File: src/rtl/if_id_elastic_register.sv
// IF/ID pipeline stage: valid/ready on both sides with a one-entry skid buffer,
// global BUSYWAIT stall and synchronous FLUSH. IN_READY never depends on OUT_READY.
module if_id_elastic_register #(
    parameter int               WIDTH     = 96,
    parameter logic [WIDTH-1:0] NOP_VALUE = {32'h00000013, 64'd0}
) (
    input  logic             CLK,
    input  logic             RESET,
    input  logic             BUSYWAIT,
    input  logic             FLUSH,
    input  logic [WIDTH-1:0] IN_DATA,
    input  logic             IN_VALID,
    output logic             IN_READY,
    output logic [WIDTH-1:0] OUT_DATA,
    output logic             OUT_VALID,
    input  logic             OUT_READY,
    output logic [1:0]       OCCUPANCY
);

    typedef enum logic [1:0] {
        EMPTY = 2'd0,
        ONE   = 2'd1,
        FULL  = 2'd2
    } state_t;

    state_t           state, state_nxt;
    logic [WIDTH-1:0] main_q, main_nxt;
    logic [WIDTH-1:0] skid_q, skid_nxt;
    logic             in_fire, out_fire;

    assign IN_READY  = (state != FULL) & ~BUSYWAIT & ~FLUSH;
    assign OUT_VALID = (state != EMPTY);
    assign OUT_DATA  = OUT_VALID ? main_q : NOP_VALUE;
    assign OCCUPANCY = (state == FULL) ? 2'd2 : (state == ONE) ? 2'd1 : 2'd0;

    assign in_fire  = IN_VALID & IN_READY;
    assign out_fire = OUT_VALID & OUT_READY & ~BUSYWAIT;

    always_ff @(posedge CLK or posedge RESET) begin
        if (RESET) begin
            state  <= EMPTY;
            main_q <= NOP_VALUE;
            skid_q <= NOP_VALUE;
        end else begin
            state  <= state_nxt;
            main_q <= main_nxt;
            skid_q <= skid_nxt;
        end
    end

    // Flush outranks the stall; the stall otherwise freezes everything.
    always_comb begin
        state_nxt = state;
        main_nxt  = main_q;
        skid_nxt  = skid_q;
        if (FLUSH) begin
            state_nxt = EMPTY;
            main_nxt  = NOP_VALUE;
            skid_nxt  = NOP_VALUE;
        end else if (!BUSYWAIT) begin
            unique case (state)
                EMPTY: begin
                    if (in_fire) begin
                        state_nxt = ONE;
                        main_nxt  = IN_DATA;
                    end
                end
                ONE: begin
                    if (in_fire && out_fire) begin
                        main_nxt = IN_DATA;
                    end else if (in_fire) begin
                        state_nxt = FULL;
                        skid_nxt  = IN_DATA;
                    end else if (out_fire) begin
                        state_nxt = EMPTY;
                        main_nxt  = NOP_VALUE;
                    end
                end
                FULL: begin
                    // Skid always holds the younger entry, so it moves up to main.
                    if (out_fire) begin
                        state_nxt = ONE;
                        main_nxt  = skid_q;
                        skid_nxt  = NOP_VALUE;
                    end
                end
                default: begin
                    state_nxt = EMPTY;
                    main_nxt  = NOP_VALUE;
                    skid_nxt  = NOP_VALUE;
                end
            endcase
        end
    end

endmodule

File: config.mk
export PLATFORM = sky130hd
export DESIGN_NAME = if_id_elastic_register
export DESIGN_NICKNAME = d
export VERILOG_FILES = /design/src/rtl/if_id_elastic_register.sv
export SDC_FILE = /design/constraint.sdc
export NUM_CORES = 1
export LEC_CHECK = 0
export CORE_ASPECT_RATIO = 0.8
export CORE_MARGIN = 1.5
export CORE_UTILIZATION = 40
export CTS_CLUSTER_SIZE = 8
export DETAILED_ROUTE_END_ITERATION = 8
export HOLD_SLACK_MARGIN = 0.02
export MAX_ROUTING_LAYER = met4
export PLACE_DENSITY = 0.71
export SETUP_SLACK_MARGIN = 0.2
export SYNTH_ARGS = -nofsm -noshare
export SYNTH_HDL_FRONTEND = slang
export SYNTH_SLANG_ARGS = --single-unit
File: constraint.sdc
create_clock -name CLK -period 8.03 [get_ports CLK]
set_clock_uncertainty 0.1 [all_clocks]
set_input_delay 1.2045 -clock CLK [delete_from_list [all_inputs] [get_ports CLK]]
set_output_delay 1.2045 -clock CLK [all_outputs]
set_load 0.03 [all_outputs]
==> qor.yml <==
setup_path:
  critPathRequiredTime_ps: 6730
  startpoint_type: "register"
  crit_path_max_fanout: 66
  critical_path.slowest_cell: "dfrtp_4"
  crit_type: "register to primary output"
  cp.arrival_ps: 3480
  max_stage_delay_ps: 940
  path_cells: "or2_2 > buf_4 > and2_1 > clkdlybuf4s50_1"
  endpoint_kind: "primary output"
global_route:
  grt_first_pass_wirelength_um: 44440
  overflow: 0
  grtUsageTotal_pct: 22.07
  grt_pass1_vias: 8035
  antenna_found_initial: 0
  grt_max_degree: 116
pwr:
  clkPwrFrac_pct: 37.9
  p_comb_share_pct: 14.0
  p_total_mw: 2.192
  p_sw_mw: 0.6184
  p_int_mw: 1.573
  p_leak_nw: 5.035
  power_frac_seq_pct: 48.1
  worst_ir_drop_vdd_uv: 103.7
  powerDensity_mw_per_mm2: 172.3
  sw_frac_of_total_pct: 28.22
synth:
  yosys.cell_types.count: 30
  ys_warn_count: 0
  synth_fp_nets: 1107
  synth.top_cells.by_area: "dfrtp_1 (47%), mux2i_1 (9.7%), a22o_1 (8.1%)"
  synth-seq-area-share_pct: 48.36
  synth_area_mm2: 0.01005
  ys_ff_latch: 194
  syn_inst: 1005
  synth.avg_cell_area_um2: 10.00
  synth_largest_area_cell: "dfrtp_1"
  synth_top_area_share_pct: 46.79
floorplan:
  io_pins: 202
  start_util_pct: 41.03
  core_mm2: 0.02450
  die_y_um: 144.8
  chipWidth_um: 180.3
  rows: 51
  die_area_mm2: 0.02610
hold_path:
  hold_path.class: "register to register"
clock_network:
  postCtsSetupBuffers: 0
  cts_tree: "done"
  cts_htree_levels: 4
  ctsResizeCount: 0
  cts_root_buf: "clkbuf_16"
  cts_max_path_buffers: 2
  path_clk_slew_ps: 70
  worst_skew_pair.late_latency_ps: 430
  clock_sinks: 194
  cts-buffers-inserted: 17
  cts_hold_buf: 0
sta:
  rsz0062_at_grt: "no"
  setup_tns_ps: 0
  tightest_slew_ps: 1172
  fin_crit_sh_pct: 59.57
  setup_viol: 0
  fmax_mhz: 209.1
  period_minus_slack_ps: 4783
  slew_violations: 0
  slew_headroom_pct: 21.85
  hold_viol_final: 0
cells_and_area:
  syn2layout_area_growth_pct: 26.52
  nFillCells: 2225
  fin_nets: 1230
  final_common_cell: "clkdlybuf4s50_1"
  final_cell_mix: "clkdlybuf4s50_1 (201), dfrtp_1 (186), o21ai_0 (101), mux2i_1 (97), nand2_1 (96)"
  n_antenna_cell: 0
  fin_util_pct: 51.91
  drive_gt1_share_pct: 5.346
route:
  via_count: 8254
  wire_per_inst_um: 18.77
  drcViolationCount: 11
  drtIter0Drc: 778
  firstDrtPassIters: 9
  ant_nets: 0
  vias_per_cell: 5.657
  drt-total-wl_um: 27380
flow_run:
  drv_cap: 0
placed_design:
  dp_hpwl_um: 15270
  port_buffers: 201
  gp_congestion: 0.7727
run_status:
  status: "finished, violations left"
  violations: "DRC"
kinds of logic (layout without fill, tap and decap cells):
family                    count (synthesis)  after routing  synth area share (%)
and+or+nand+nor                         300            300                 15.04
AOI/OAI and AO/OA                       296            296                 21.98
DFF                                     194            194                 48.36
buffers and inverters                   117            253                 4.878
muxes                                    97             97                 9.657
xor gates and xnor gates                  1              1               0.08712
sequential cells by signal, summed over array words and instances (netlist names):
signal,cells
skid_q,96
main_q,96
state,2
metrics by stage:
stage	instance area (µm²)	std cells	hold slack (ps)	worst slack, ps
after floorplan	10050	1005	354.6	1452
after global placement	12150	1427	366.6	3486
after detailed placement	12150	1427	372.8	3431
after CTS	12720	1459	384.6	3188
after global routing	12720	1459	405.1	3007
final	12720	1459	380.0	3247
worst paths after layout:
kind                            startpoint           end  slack [ps]  depth (start not counted)
worst max register to register    state[1]     main_q[1]        4020                          7
worst max-delay path              state[0]  OUT_DATA[36]        3250                          4
min in group asynchronous            RESET    skid_q[17]        1240                          2
worst min register to register  skid_q[64]    skid_q[64]         380                          2
worst min-delay path            skid_q[64]    skid_q[64]         380                          2
max in group asynchronous            RESET    skid_q[56]        4970                          3
cell type report:
class / count / area, µm² / share of cell area (%)
flip-flops and latches: 194 / 4870 / 38.28
multi-input cells: 694 / 4746 / 37.31
repair buffers: 212 / 2095 / 16.46
clock buffers: 19 / 452.9 / 3.561
well taps: 318 / 397.9 / 3.128
clock inverters: 13 / 117.6 / 0.9246
inverters: 9 / 42.54 / 0.3344
cell usage after synthesis, drive strengths merged:
cell type / instances
and3: 1
nor2: 2
nand2: 96
and2b: 1
o221ai: 1
a22oi: 3
dfrtp: 188
nand3b: 1
a311oi: 1
o21ai: 101
inv: 9
buf: 25
a22o: 93
nor2b: 5
nand3: 93
nor3: 4
a2bb2oi: 2
or2: 2
dfstp: 6
clkbuf: 83
and2: 95
xor2: 1
mux2i: 97
a31oi: 1
o2bb2ai: 93
a21oi: 1
power groups by stage:
stage / Sequential, mW / Clock, mW / Combinational, mW
6_report: 1.05 / 0.831 / 0.308
5_1_grt: 1.06 / 0.894 / 0.338
4_1_cts: 1.05 / 0.849 / 0.311
3_5_place_dp: 1.07 / 0 / 0.310
3_3_place_gp: 1.07 / 0 / 0.306
2_1_floorplan: 1.05 / 0 / 0.190
critical path, delay by kind of cell, from the launching register on:
kind | cells | cell delay [ps]
buffers and inverters | 2 | 1230
DFF | 1 | 940
and+or+nand+nor | 2 | 860
layer usage:
metal  track usage [%]  wire [µm]  vias to the layer above
met5                 -          0                        -
met2             33.09      12330                      236
met1             30.52      13130                     4091
met4             6.148        397                        0
met3             4.354       1521                       31
li1                  -          -                     3896
Note: power is estimated with default switching activity, not from simulation.
